--- src/rtl/exp_bias_add.sv ---
// rtl/exp_bias_add.sv - bias RAM streamer with prefetch FIFO, lane-wise saturating add; EXP_BIAS_RELU_EN fuses a ReLU
module exp_bias_add #(
   parameter int BIAS_LAT        = 2,
   parameter int BIAS_FIFO_DEPTH = 4
) (
   input  logic        clk_i,
   input  logic        rst_i,
   input  logic        start_i,
   input  logic [5:0]  no_of_exp_kernals_i,
   input  logic [15:0] no_of_out_pixels_i,
   input  logic        bias_ram_ready_i,
   output logic        bias_req_o,
   input  logic [63:0] bias_data_i,
   input  logic        acc_valid_i,
   output logic        acc_ready_o,
   input  logic [63:0] acc_data_i,
   output logic        out_valid_o,
   input  logic        out_ready_i,
   output logic [63:0] out_data_o,
   output logic        busy_o,
   output logic        done_o
);
   localparam int PW = (BIAS_FIFO_DEPTH > 1) ? $clog2(BIAS_FIFO_DEPTH) : 1;

   typedef enum logic [2:0] {IDLE, WAIT_RAM, PRIME, RUN, DRAIN} state_t;
   state_t state, state_nxt;

   logic [5:0]          n_q;
   logic [15:0]         p_q;
   logic [21:0]         last_beat;
   logic [21:0]         beat_cnt;
   logic [21:0]         req_cnt;
   logic                req_all;
   logic [BIAS_LAT-1:0] tok;
   logic                tok_in;
   logic [7:0]          inflight;
   logic [63:0]         fifo_mem [BIAS_FIFO_DEPTH];
   logic [PW-1:0]       rd_ptr;
   logic [PW-1:0]       wr_ptr;
   logic [7:0]          occ;
   logic                push;
   logic                pop;
   logic [63:0]         bias_head;
   logic [63:0]         result;
   logic [16:0]         lane_sum;
   logic [15:0]         lane_val;

   // T-1 fits in 22 bits even when T itself is 2^22, so counters compare against the last index
   assign last_beat = ({16'd0, n_q} + 22'd1) * ({6'd0, p_q} + 22'd1) - 22'd1;
   assign push      = tok[BIAS_LAT-1];
   assign pop       = acc_valid_i & acc_ready_o;
   assign bias_head = fifo_mem[rd_ptr];
   assign busy_o    = (state != IDLE);

   // tokens still travelling through the read-latency line
   always_comb begin
      inflight = '0;
      for (int i = 0; i < BIAS_LAT; i++) inflight = inflight + {7'd0, tok[i]};
   end

   // next state, request credit and accept handshake; start_i overrides everything
   always_comb begin
      state_nxt   = state;
      tok_in      = 1'b0;
      bias_req_o  = 1'b0;
      acc_ready_o = 1'b0;
      done_o      = 1'b0;
      case (state)
         IDLE:     ;
         WAIT_RAM: if (bias_ram_ready_i) state_nxt = PRIME;
         PRIME: begin
            tok_in    = 1'b1;
            state_nxt = RUN;
         end
         RUN: begin
            bias_req_o  = ~req_all & ((occ + inflight) < 8'(BIAS_FIFO_DEPTH));
            tok_in      = bias_req_o;
            acc_ready_o = (occ != 8'd0) & (~out_valid_o | out_ready_i);
            if (acc_valid_i & acc_ready_o & (beat_cnt == last_beat)) state_nxt = DRAIN;
         end
         DRAIN: begin
            if (!out_valid_o) begin
               done_o    = 1'b1;
               state_nxt = IDLE;
            end
         end
         default: state_nxt = IDLE;
      endcase
      if (start_i) begin
         state_nxt  = WAIT_RAM;
         tok_in     = 1'b0;
         bias_req_o = 1'b0;
         done_o     = 1'b0;
      end
   end

   // state register
   always_ff @(posedge clk_i) begin
      if (rst_i) state <= IDLE;
      else       state <= state_nxt;
   end

   // per-lane 17-bit sum, clamp on sign overflow, optional ReLU
   always_comb begin
      result   = '0;
      lane_sum = '0;
      lane_val = '0;
      for (int k = 0; k < 4; k++) begin
         lane_sum = {acc_data_i[16*k+15], acc_data_i[16*k +: 16]}
                  + {bias_head[16*k+15], bias_head[16*k +: 16]};
         case (lane_sum[16:15])
            2'b01:   lane_val = 16'h7FFF;
            2'b10:   lane_val = 16'h8000;
            default: lane_val = lane_sum[15:0];
         endcase
`ifdef EXP_BIAS_RELU_EN
         if (lane_val[15]) lane_val = 16'h0000;
`endif
         result[16*k +: 16] = lane_val;
      end
   end

   // bias FIFO storage; pointers gate validity so no reset is needed
   always_ff @(posedge clk_i) begin
      if (push) fifo_mem[wr_ptr] <= bias_data_i;
   end

   // config latch, token line, FIFO pointers, counters and output register
   always_ff @(posedge clk_i) begin
      if (rst_i) begin
         n_q         <= '0;
         p_q         <= '0;
         beat_cnt    <= '0;
         req_cnt     <= '0;
         req_all     <= 1'b0;
         tok         <= '0;
         rd_ptr      <= '0;
         wr_ptr      <= '0;
         occ         <= '0;
         out_valid_o <= 1'b0;
         out_data_o  <= '0;
      end else if (start_i) begin
         n_q         <= no_of_exp_kernals_i;
         p_q         <= no_of_out_pixels_i;
         beat_cnt    <= '0;
         req_cnt     <= '0;
         req_all     <= 1'b0;
         tok         <= '0;
         rd_ptr      <= '0;
         wr_ptr      <= '0;
         occ         <= '0;
         out_valid_o <= 1'b0;
      end else begin
         tok[0] <= tok_in;
         for (int i = 1; i < BIAS_LAT; i++) tok[i] <= tok[i-1];
         if (push) wr_ptr <= (wr_ptr == PW'(BIAS_FIFO_DEPTH - 1)) ? '0 : wr_ptr + 1'b1;
         if (pop)  rd_ptr <= (rd_ptr == PW'(BIAS_FIFO_DEPTH - 1)) ? '0 : rd_ptr + 1'b1;
         occ <= occ + {7'd0, push} - {7'd0, pop};
         if (state == PRIME) begin
            req_cnt <= 22'd1;
            req_all <= (last_beat == 22'd0);
         end else if (bias_req_o) begin
            req_cnt <= req_cnt + 22'd1;
            if (req_cnt == last_beat) req_all <= 1'b1;
         end
         if (pop) begin
            beat_cnt    <= beat_cnt + 22'd1;
            out_data_o  <= result;
            out_valid_o <= 1'b1;
         end else if (out_ready_i) begin
            out_valid_o <= 1'b0;
         end
      end
   end
endmodule
--- config.mk ---
export PLATFORM = sky130hd
export DESIGN_NAME = exp_bias_add
export DESIGN_NICKNAME = d
export VERILOG_FILES = /design/src/rtl/exp_bias_add.sv
export SDC_FILE = /design/constraint.sdc
export NUM_CORES = 1
export LEC_CHECK = 0
export CAP_MARGIN = 20
export CORE_ASPECT_RATIO = 1.25
export CORE_MARGIN = 10
export CORE_UTILIZATION = 48
export DETAILED_ROUTE_END_ITERATION = 8
export PLACE_DENSITY_LB_ADDON = 0.1
export SYNTH_ARGS = -nofsm -noshare
export SYNTH_HDL_FRONTEND = slang
export SYNTH_SLANG_ARGS = --single-unit
--- constraint.sdc ---
create_clock -name clk_i -period 6.61 [get_ports clk_i]
set_input_delay 0.9915 -clock clk_i [delete_from_list [all_inputs] [get_ports clk_i]]
set_output_delay 0.9915 -clock clk_i [all_outputs]
set_load 0.02 [all_outputs]
==> out/qor.txt, run 1 <==
Synth top area share - 32.86%
Worst R2R Setup Slack - 0.24 ns
overall power - 0.006769 W
Post-Layout Cell Count - 3,005
routed len/inst - 19.83 um
prevailing post-synth register cell - edfxtp_1
H-tree Lvls - 2
Gate Count Post-Synth - 2,068
Post-Syn Area - 0.02340 mm2
DRT antenna net count - 0
final setup vio count - 0
Placed Instance Area - 0.02664 mm2
Seq/Total Area, Yosys - 45.78%
die area - 0.05803 mm2
Longest Clk Path Bufs - 3
worst path required time - 7.02 ns
Arr. time, crit path - 6.78 ns
Critical R2R Capture - state[1]$_SDFFE_PP0P_
Clock Skew - 0.03632 ns
area leader, netlist - edfxtp_1
num rows - 90
fin crit share - 96.41%
hpwl dp - 43,950 um
hold slack - 0.4720 ns
clk root buf - clkbuf_16
Finished Cell Area - 0.02820 mm2
Synth Warn # - 0
overall routing resource usage - 20.64%
slowest stage cell on the critical path - fa_1
r2r worst-path depth - 24
first-pass GRT wire length - 95,020 um
TritonCTS buffer count - 42
clock slew at reported path FFs - 0.06 ns
status - finished, final reports clean
die height - 266.8 um
number of flops mapped to enable cells by yosys - 256
CP Max Fanout - 7
Layout Area Growth over Synthesis - 20.52%
Placed Cells - 2,914
cell area power density - 240.1 mW/mm2
Setup Crit Path Kind - reg2reg
standby leakage power - 10.33 nW
Synth Net Count - 2,451
Max-Cap Viols - 0
Initial DRC Count - 851
grt ovf - 0
I/O Pins - 225
initial antenna violation count - 15
DR pass1 iterations - 5
TritonCTS clock tree - yes
number of nets in the layout - 2,705
number of max-slew violations in the final report - 0
count of cell types in the netlist - 74
Least-Margin Pin Slew - 1.062 ns
clock sinks - 407
Clock Latency Late Sink - 0.56 ns
CP max stage delay - 0.55 ns
width of the chip - 217.5 um
dominant cells by area after synthesis - edfxtp_1, dfxtp_1, ha_1
most frequent CP cell - fa_1
fillcell total - 4,011
critical path endpoint category - flip-flop
synthesis-stage register bit count - 407
final core occ - 58.37%
RR Startpoint - p_q[1]$_SDFFE_PP0P_
minimum clock period - 6.372 ns
CP startpoint kind - flip-flop
CP Cell Sequence - ha_4 -> nand4_1 -> nor2_2 -> buf_4 -> xor2_1 -> buf_4 -> nand2_1 -> fa_1 -> fa_1 -> fa_1 -> fa_1 -> inv_1 -> ha_1 -> a21o_1 -> a21oi_2 -> nor2_1 -> or4_1 -> nor4_2 -> nand4_1 -> nor4_2 -> nand4_1 -> buf_4 -> o21ai_1 -> o31ai_1
Initial Utilization - 48.43%
Placer Congestion - 0.9095
mean post-synth cell area - 11.31 um2
min-delay worst type - reg2reg
DRC viols - 0
vias in the first global route - 17,171
Max-slew headroom - 29.22%
CP startpoint - p_q[1]$_SDFFE_PP0P_
fraction of layout cells with a size suffix above 1 - 10.40%
IO Port Bufs - 224
total number of vias - 16,430
drt via density - 5.468
Worst VDD drop - 0.2247 mV
Achievable Freq - 156.9 MHz
total detailed-routing wirelength - 59,580 um
core box area - 0.04831 mm2
Post-synth ARST share - 0%
crit path to - state[1]$_SDFFE_PP0P_
Final Hold Violating Endpoints - 0
largest net degree at the start of global routing - 72
[layout make-up]
cell class | count | area, um2 | area share, %
flip-flops and latches | 407 | 10730 | 38.06
well taps | 644 | 805.8 | 2.858
multi-input cells | 1446 | 12050 | 42.72
clock inverters | 28 | 200.2 | 0.7099
repair buffers | 286 | 2779 | 9.855
diodes | 5 | 12.51 | 0.04437
clock buffers | 50 | 1102 | 3.909
inverters | 139 | 521.8 | 1.850
[layer usage]
metal  vias up  global-route usage, %  part of all wire [%]
met4        22                  6.017                   2.4
met2       336                  37.22                    52
met3       104                  4.576                   5.6
li1       7927                      -                     -
met1      8041                  23.94                    39
met5         -                      0                  0.26
[layout by cell type (no fill, tap or decap), types with 20 or more instances in the layout]
master	n
mux2i_1	26
nor2_1	194
a211oi_1	21
nand3_1	48
clkdlybuf4s50_1	222
nor2b_1	34
a21oi_1	112
dfxtp_1	140
fa_1	83
nand2_1	167
buf_4	56
mux4_2	64
clkbuf_16	43
edfxtp_1	256
nor3_1	68
inv_1	136
ha_1	138
o21ai_0	32
nand4_1	29
xor2_1	78
xnor2_1	88
and2_1	20
[cells by family after synthesis]
group	Yosys count	share of synthesized area (%)
AOI/OAI and AO/OA	281	7.770
xor gates and xnor gates	177	6.861
adders and majority gates	227	14.83
buffers and inverters	215	3.508
DFF	407	45.78
muxes	94	7.465
and+or+nand+nor	667	13.79
[worst min-delay path by stage]
stage                               start                         end  cells after the start
2_1_floorplan           tok[0]$_SDFF_PP0_           tok[1]$_SDFF_PP0_                      1
6_report       out_data_o[1]$_SDFFE_PP0P_  out_data_o[1]$_SDFFE_PP0P_                      2
4_1_cts        out_data_o[1]$_SDFFE_PP0P_  out_data_o[1]$_SDFFE_PP0P_                      2
5_1_grt                 tok[0]$_SDFF_PP0_           tok[1]$_SDFF_PP0_                      1
3_3_place_gp   out_data_o[1]$_SDFFE_PP0P_  out_data_o[1]$_SDFFE_PP0P_                      2
3_5_place_dp            tok[0]$_SDFF_PP0_           tok[1]$_SDFF_PP0_                      1
[state kept, by name (all words and copies together), names as in the netlist, named ones only]
signal       flops
beat_cnt        22
fifo_mem       256
n_q              6
occ              8
out_data_o      64
out_valid_o      1
p_q             16
rd_ptr           2
req_all          1
req_cnt         22
state            3
tok              2
wr_ptr           2
[synthesized netlist by cell type (14+ instances only)]
master and count:
or3_1 16, ha_1 143, inv_1 136, nor2_1 196, dfxtp_1 151, a211oi_1 22
xnor2_1 93, a21o_1 19, mux2i_1 26, buf_1 14, a21oi_1 113, fa_1 84
and2_1 24, clkbuf_1 58, xor2_1 80, a311oi_1 17, o21ai_0 33, nand4_1 29
edfxtp_1 256, nor2b_1 35, mux4_2 64, nand2_1 167, nand2b_1 16, nand3_1 51
nor3_1 69
[power breakdown]
group	internal [W]	switching (W)
Clock	0.00124	0.000988
Combinational	0.000823	0.000999
Sequential	0.00270	0.0000144
[critical path, delay by kind of cell (launching register included)]
kind / cells / cell delay (ns)
flip-flops: 1 / 0.38
XOR/XNOR: 1 / 0.17
AO/OA/AOI/OAI: 4 / 0.59
buffers and inverters: 4 / 0.55
AND/OR/NAND/NOR: 9 / 2.02
adder cells (fa/ha/maj): 6 / 2.51
[repair_timing]
action / CTS / global route
resized for setup: 4 / 36
endpoints found under the setup margin: 1 / 4
pin swaps: 1 / 21
hold buffers: 0 / 0
cloned: 0 / 0
setup buffers: 0 / 8
[per-stage QoR]
stage / setup TNS (ns) / setup WS, ns
6_report: 0 / 0.2376
5_1_grt: -0.07664 / -0.05057
3_3_place_gp: 0 / 0.1207
2_1_floorplan: 0 / 0.5043
4_1_cts: 0 / 0.01015
3_5_place_dp: -0.02872 / -0.02872
No activity file was read; power rests on OpenSTA's default activity.
==> run 2: changes to the inputs <==
==> constraint.sdc (replaced) <==
create_clock -name clk_i -period 6.61 [get_ports clk_i]
set_input_delay 1.322 -clock clk_i [delete_from_list [all_inputs] [get_ports clk_i]]
set_output_delay 1.322 -clock clk_i [all_outputs]
set_load 0.02 [all_outputs]
==> out/qor.txt, run 2 (synthesized netlist as in run 1, its figures left out) <==
most frequent cells in the layout - edfxtp_1, clkdlybuf4s50_1, nor2_1, nand2_1, dfxtp_1 (unchanged)
Finished Cell Area - 0.02813 mm2 (was 0.02820 mm2)
CP startpoint kind - flip-flop (unchanged)
critical path endpoint category - flip-flop (unchanged)
DRT antenna net count - 0 (unchanged)
vias in the first global route - 17,316 (was 17,171)
Longest Clk Path Bufs - 3 (unchanged)
TritonCTS buffer count - 41 (was 42)
number of nets in the layout - 2,705 (unchanged)
die area - 0.05803 mm2 (unchanged)
min-delay worst type - reg2reg (unchanged)
final setup TNS - 0 ns (unchanged)
Placed Cells - 2,918 (was 2,914)
fin crit share - 94.15% (was 96.41%)
Arr. time, crit path - 6.64 ns (was 6.78 ns)
DRC viols - 0 (unchanged)
fraction of layout cells with a size suffix above 1 - 9.945% (was 10.40%)
Hold-fix buffers, CTS - 0 (unchanged)
cell area power density - 243.7 mW/mm2 (was 240.1 mW/mm2)
highest metal used - met5 (unchanged)
TritonCTS clock tree - yes (unchanged)
routed wl met2 - 30,960 um (was 31,200 um)
CP Max Fanout - 5 (was 7)
M1 WL - 23,780 um (was 23,440 um)
Achievable Freq - 160.7 MHz (was 156.9 MHz)
H-tree Lvls - 2 (unchanged)
CP Cell Sequence - nand3_1 -> nor4_4 -> nand3_1 -> xnor2_1 -> nand2_1 -> fa_1 -> fa_1 -> fa_1 -> fa_1 -> inv_1 -> ha_1 -> xnor2_1 -> buf_4 -> nor3_1 -> a211oi_1 -> nand4_1 -> nor4_1 -> nand4_1 -> nor4_2 -> nand4_1 -> buf_4 -> nor4_2 -> a2111oi_2 (was ha_4 -> nand4_1 -> nor2_2 -> buf_4 -> xor2_1 -> buf_4 -> nand2_1 -> fa_1 -> fa_1 -> fa_1 -> fa_1 -> inv_1 -> ha_1 -> a21o_1 -> a21oi_2 -> nor2_1 -> or4_1 -> nor4_2 -> nand4_1 -> nor4_2 -> nand4_1 -> buf_4 -> o21ai_1 -> o31ai_1)
I/O Pins - 225 (unchanged)
Largest regs - fifo_mem x256, out_data_o x64 (unchanged)
Post-Layout Cell Count - 3,004 (was 3,005)
status - finished, final reports clean (unchanged)
grt ovf - 0 (unchanged)
Setup Crit Path Kind - reg2reg (unchanged)
most frequent CP cell - fa_1 (unchanged)
hpwl dp - 44,140 um (was 43,950 um)
Least-Margin Pin Slew - 1.045 ns (was 1.062 ns)
slowest stage cell on the critical path - fa_1 (unchanged)
worst path required time - 7.02 ns (about the same)
initial antenna violation count - 18 (was 15)
CP startpoint - p_q[5]$_SDFFE_PP0P_ (was p_q[1]$_SDFFE_PP0P_)
die height - 266.8 um (unchanged)
routed len/inst - 19.86 um (was 19.83 um)
Placer Congestion - 0.8854 (was 0.9095)
DR pass1 iterations - 7 (was 5)
IO Port Bufs - 224 (unchanged)
final core occ - 58.23% (was 58.37%)
minimum clock period - 6.223 ns (was 6.372 ns)
standby leakage power - 10.36 nW (was 10.33 nW)
Layout Area Growth over Synthesis - 20.22% (was 20.52%)
CP max stage delay - 0.54 ns (was 0.55 ns)
clock slew at reported path FFs - 0.06 ns (about the same)
met3 wire length - 3038 um (was 3357 um)
total detailed-routing wirelength - 59,650 um (was 59,580 um)
first-pass GRT wire length - 94,760 um (was 95,020 um)
Placed Instance Area - 0.02662 mm2 (was 0.02664 mm2)
Final Hold Violating Endpoints - 0 (unchanged)
Initial DRC Count - 845 (was 851)
clk root buf - clkbuf_16 (unchanged)
final setup vio count - 0 (unchanged)
Worst VDD drop - 0.2270 mV (was 0.2247 mV)
Setup WS post-layout - 0.3866 ns (was 0.2376 ns)
width of the chip - 217.5 um (unchanged)
Max-slew headroom - 30.32% (was 29.22%)
Largest register FFs - 256 (unchanged)
most common cell after layout, fill and taps aside - edfxtp_1 (unchanged)
total number of vias - 16,514 (was 16,430)
worst hold path startpoint - out_data_o[49]$_SDFFE_PP0P_ (was out_data_o[1]$_SDFFE_PP0P_)
core box area - 0.04831 mm2 (unchanged)
Max-Cap Viols - 0 (unchanged)
RR Startpoint - p_q[5]$_SDFFE_PP0P_ (was p_q[1]$_SDFFE_PP0P_)
overall routing resource usage - 20.60% (was 20.64%)
number of max-slew violations in the final report - 0 (unchanged)
Largest Register - fifo_mem (unchanged)
largest net degree at the start of global routing - 71 (was 72)
DP Worst Slack - 0.1362 ns (was -0.02872 ns)
clock sinks - 407 (unchanged)
RSZ-0062 raised after global routing - false
Initial Utilization - 48.43% (unchanged)
drt via density - 5.497 (was 5.468)
Clock Latency Late Sink - 0.54 ns (was 0.56 ns)
Clock Skew - 0.02130 ns (was 0.03632 ns)
num rows - 90 (unchanged)
run 2: cell count changes in the layout (fill, tap and decap cells not counted), sizes merged:
cell      previous run  this run
clkbuf              50        59
inv                137       139
clkinv              23        10
bufinv               1         4
clkinvlp             6         1
buf                 64        65
diode                5         7
run 2: area by class of cell:
type                    instances  area [um2]
clock buffers                  59        1137
multi-input cells            1446       12000
repair buffers                287        2736
diodes                          7       17.52
well taps                     644       805.8
clock inverters                15       186.4
fillers                      4062       20180
flip-flops and latches        407       10720
inverters                     139       521.8
run 2: timing repair:
item / in CTS / in global routing
resized for setup: 0 / 26
endpoints found under the setup margin: 0 / 4
buffers inserted: 0 / 5
run 2: critical path, delay by kind of cell (launching register included):
kind / cells / cell delay, ns
compound gates: 2 / 0.30
xor+xnor: 2 / 0.47
fa+ha+maj: 5 / 2.36
buf+inv: 3 / 0.40
flops: 1 / 0.42
simple gates: 11 / 2.15
run 2: path summary, 6_finish.rpt:
path	endpoint	slack, ns	cells after the start
worst max-delay path	state[0]$_SDFFE_PP0P_	0.39	23
worst min register to register	out_data_o[49]$_SDFFE_PP0P_	0.46	2
worst max register to register	state[0]$_SDFFE_PP0P_	0.39	23
worst min-delay path	out_data_o[49]$_SDFFE_PP0P_	0.46	2
run 2: per-layer routing:
metal  GRT usage (%)  up-vias
li1                -     7915
met1           23.75     8136
met2           36.91      319
met3           4.429      122
met4           7.133       22
met5               0        -
run 2: where the power goes:
part / internal [W] / leakage [nW] / switching [W] / total, W
registers: 0.00270 / 3.52 / 0.0000137 / 0.00272
logic: 0.000821 / 6.19 / 0.00101 / 0.00184
clock network: 0.00136 / 0.648 / 0.000945 / 0.00230
run 2: metrics by stage:
| step | total power (W) | hold slack, ns |
|---|---|---|
| floorplan | 0.004017 | 0.4367 |
| global placement | 0.004539 | 0.4531 |
| detailed placement | 0.004553 | 0.4608 |
| CTS | 0.006871 | 0.4744 |
| global route | 0.007209 | 0.5096 |
| finish | 0.006855 | 0.4648 |
==> run 3: changes to the inputs <==
==> constraint.sdc (replaced) <==
create_clock -name clk_i -period 6.61 [get_ports clk_i]
set_input_delay 1.322 -clock clk_i [delete_from_list [all_inputs] [get_ports clk_i]]
set_output_delay 1.322 -clock clk_i [all_outputs]
set_load 0.1 [all_outputs]
==> out/qor.txt, run 3 (synthesized netlist as in run 1, its figures left out) <==
status - finished, final reports clean (unchanged)
overall routing resource usage - 20.69% (was 20.60%)
clock slew at reported path FFs - 0.06 ns (about the same)
min-delay worst type - reg2reg (unchanged)
Largest regs - fifo_mem x256, out_data_o x64 (unchanged)
first-pass GRT wire length - 94,980 um (was 94,760 um)
Placer Congestion - 0.9088 (was 0.8854)
most frequent cells in the layout - edfxtp_1, clkdlybuf4s50_1, nor2_1, nand2_1, dfxtp_1 (unchanged)
clock sinks - 407 (unchanged)
Max-Cap Viols - 0 (unchanged)
clk root buf - clkbuf_16 (unchanged)
RSZ-0062 raised after global routing - false (unchanged)
num rows - 90 (unchanged)
fin crit share - 94.94% (was 94.15%)
standby leakage power - 10.38 nW (was 10.36 nW)
RR Startpoint - p_q[1]$_SDFFE_PP0P_ (was p_q[5]$_SDFFE_PP0P_)
number of nets in the layout - 2,699 (was 2,705)
core box area - 0.04831 mm2 (unchanged)
largest net degree at the start of global routing - 71 (unchanged)
fraction of layout cells with a size suffix above 1 - 9.791% (was 9.945%)
most common cell after layout, fill and taps aside - edfxtp_1 (unchanged)
Clock Latency Late Sink - 0.57 ns (was 0.54 ns)
register area - 0.01072 mm2 (about the same)
Initial DRC Count - 859 (was 845)
DRC viols - 0 (unchanged)
worst hold path startpoint - out_data_o[49]$_SDFFE_PP0P_ (unchanged)
CP Max Fanout - 9 (was 5)
DRT antenna net count - 0 (unchanged)
IO Port Bufs - 224 (unchanged)
Longest Clk Path Bufs - 3 (unchanged)
Clock Skew - 0.02855 ns (was 0.02130 ns)
Least-Margin Pin Slew - 1.091 ns (was 1.045 ns)
TritonCTS buffer count - 42 (was 41)
initial antenna violation count - 15 (was 18)
Achievable Freq - 159.4 MHz (was 160.7 MHz)
total number of vias - 16,505 (was 16,514)
routed len/inst - 19.91 um (was 19.86 um)
worst path required time - 7.09 ns (was 7.02 ns)
Hold-fix buffers, CTS - 0 (unchanged)
Setup Crit Path Kind - reg2reg (unchanged)
Max-slew headroom - 27.06% (was 30.32%)
final setup vio count - 0 (unchanged)
total detailed-routing wirelength - 59,700 um (was 59,650 um)
Worst VDD drop - 0.2307 mV (was 0.2270 mV)
CP startpoint kind - flip-flop (unchanged)
drt via density - 5.505 (was 5.497)
grt ovf - 0 (unchanged)
final setup TNS - 0 ns (unchanged)
Largest register FFs - 256 (unchanged)
die height - 266.8 um (unchanged)
cell area power density - 248.8 mW/mm2 (was 243.7 mW/mm2)
number of max-slew violations in the final report - 0 (unchanged)
CP startpoint - p_q[1]$_SDFFE_PP0P_ (was p_q[5]$_SDFFE_PP0P_)
Initial Utilization - 48.43% (unchanged)
TritonCTS clock tree - yes (unchanged)
DR pass1 iterations - 4 (was 7)
hpwl dp - 44,080 um (was 44,140 um)
Final Hold Violating Endpoints - 0 (unchanged)
minimum clock period - 6.275 ns (was 6.223 ns)
H-tree Lvls - 2 (unchanged)
overall power - 0.007016 W (was 0.006855 W)
area of the multi-input gates - 0.01200 mm2 (about the same)
vias in the first global route - 17,334 (was 17,316)
critical path endpoint category - flip-flop (unchanged)
Layout Area Growth over Synthesis - 20.51% (was 20.22%)
Arr. time, crit path - 6.76 ns (was 6.64 ns)
die area - 0.05803 mm2 (unchanged)
width of the chip - 217.5 um (unchanged)
fillcell total - 4,033 (was 4,062)
I/O Pins - 225 (unchanged)
Largest Register - fifo_mem (unchanged)
==> run 3: repair_timing <==
item	CTS	global route
endpoints found under the setup margin	0	4
gates resized for setup	0	24
buffers inserted	0	2
==> run 3: power by group <==
group | leakage, nW | switching (W) | internal, W
Sequential | 3.52 | 0.0000135 | 0.00270
Combinational | 6.16 | 0.00102 | 0.000818
Clock | 0.697 | 0.000990 | 0.00147
==> run 3: path summary, 6_finish.rpt <==
kind / to / slack [ns] / cells past startpoint
worst max-delay path: req_all$_SDFFE_PP0P_ / 0.33 / 25
worst min-delay path: out_data_o[49]$_SDFFE_PP0P_ / 0.47 / 2
worst max register to register: req_all$_SDFFE_PP0P_ / 0.33 / 25
worst min register to register: out_data_o[49]$_SDFFE_PP0P_ / 0.47 / 2
==> run 3: cell type report <==
cell class | instances | area share, %
multi-input cells | 1446 | 42.56
well taps | 644 | 2.858
flip-flops and latches | 407 | 38.03
repair buffers | 280 | 9.549
inverters | 139 | 1.850
clock buffers | 54 | 4.069
diodes | 5 | 0.04437
clock inverters | 23 | 1.038
==> run 3: critical path, cell delays in order (launching register included) <==
cell and delay, ns:
dfxtp_2 0.37, ha_2 0.22, nand4_1 0.18, nor2_2 0.19, and3_1 0.22, xor2_2 0.17
buf_4 0.16, nand2_1 0.07, fa_1 0.58, fa_1 0.46, fa_1 0.52, fa_1 0.55
inv_1 0.04, ha_1 0.30, buf_4 0.18, nand2_1 0.08, nor2_1 0.05, a211oi_1 0.22
o31a_1 0.25, a21o_1 0.19, buf_4 0.15, xnor3_1 0.24, nor3_1 0.22, nand4_1 0.14
a2111o_1 0.30, a21oi_1 0.14
==> run 3: metal layers <==
layer | track usage, % | vias to the layer above | wire, um
li1 | - | 7909 | -
met1 | 23.59 | 8130 | 23570
met2 | 37.01 | 330 | 31010
met3 | 5.119 | 114 | 3340
met4 | 6.868 | 22 | 1620
met5 | 0 | - | 160
==> run 3: metrics by stage <==
step                hold slack, ns  instances  instance area, um2  setup WS [ns]  utilization [%]
floorplan                   0.4367       2068               23400         0.5043                -
global placement            0.4533       2914               26610         0.2398            55.08
detailed placement          0.4543       2914               26610        0.09401            55.08
CTS                         0.4777       2991               28050        0.04857            58.06
global route                0.4910       2996               28190        0.02350            58.36
finish                      0.4690       2998               28200         0.3347            58.37
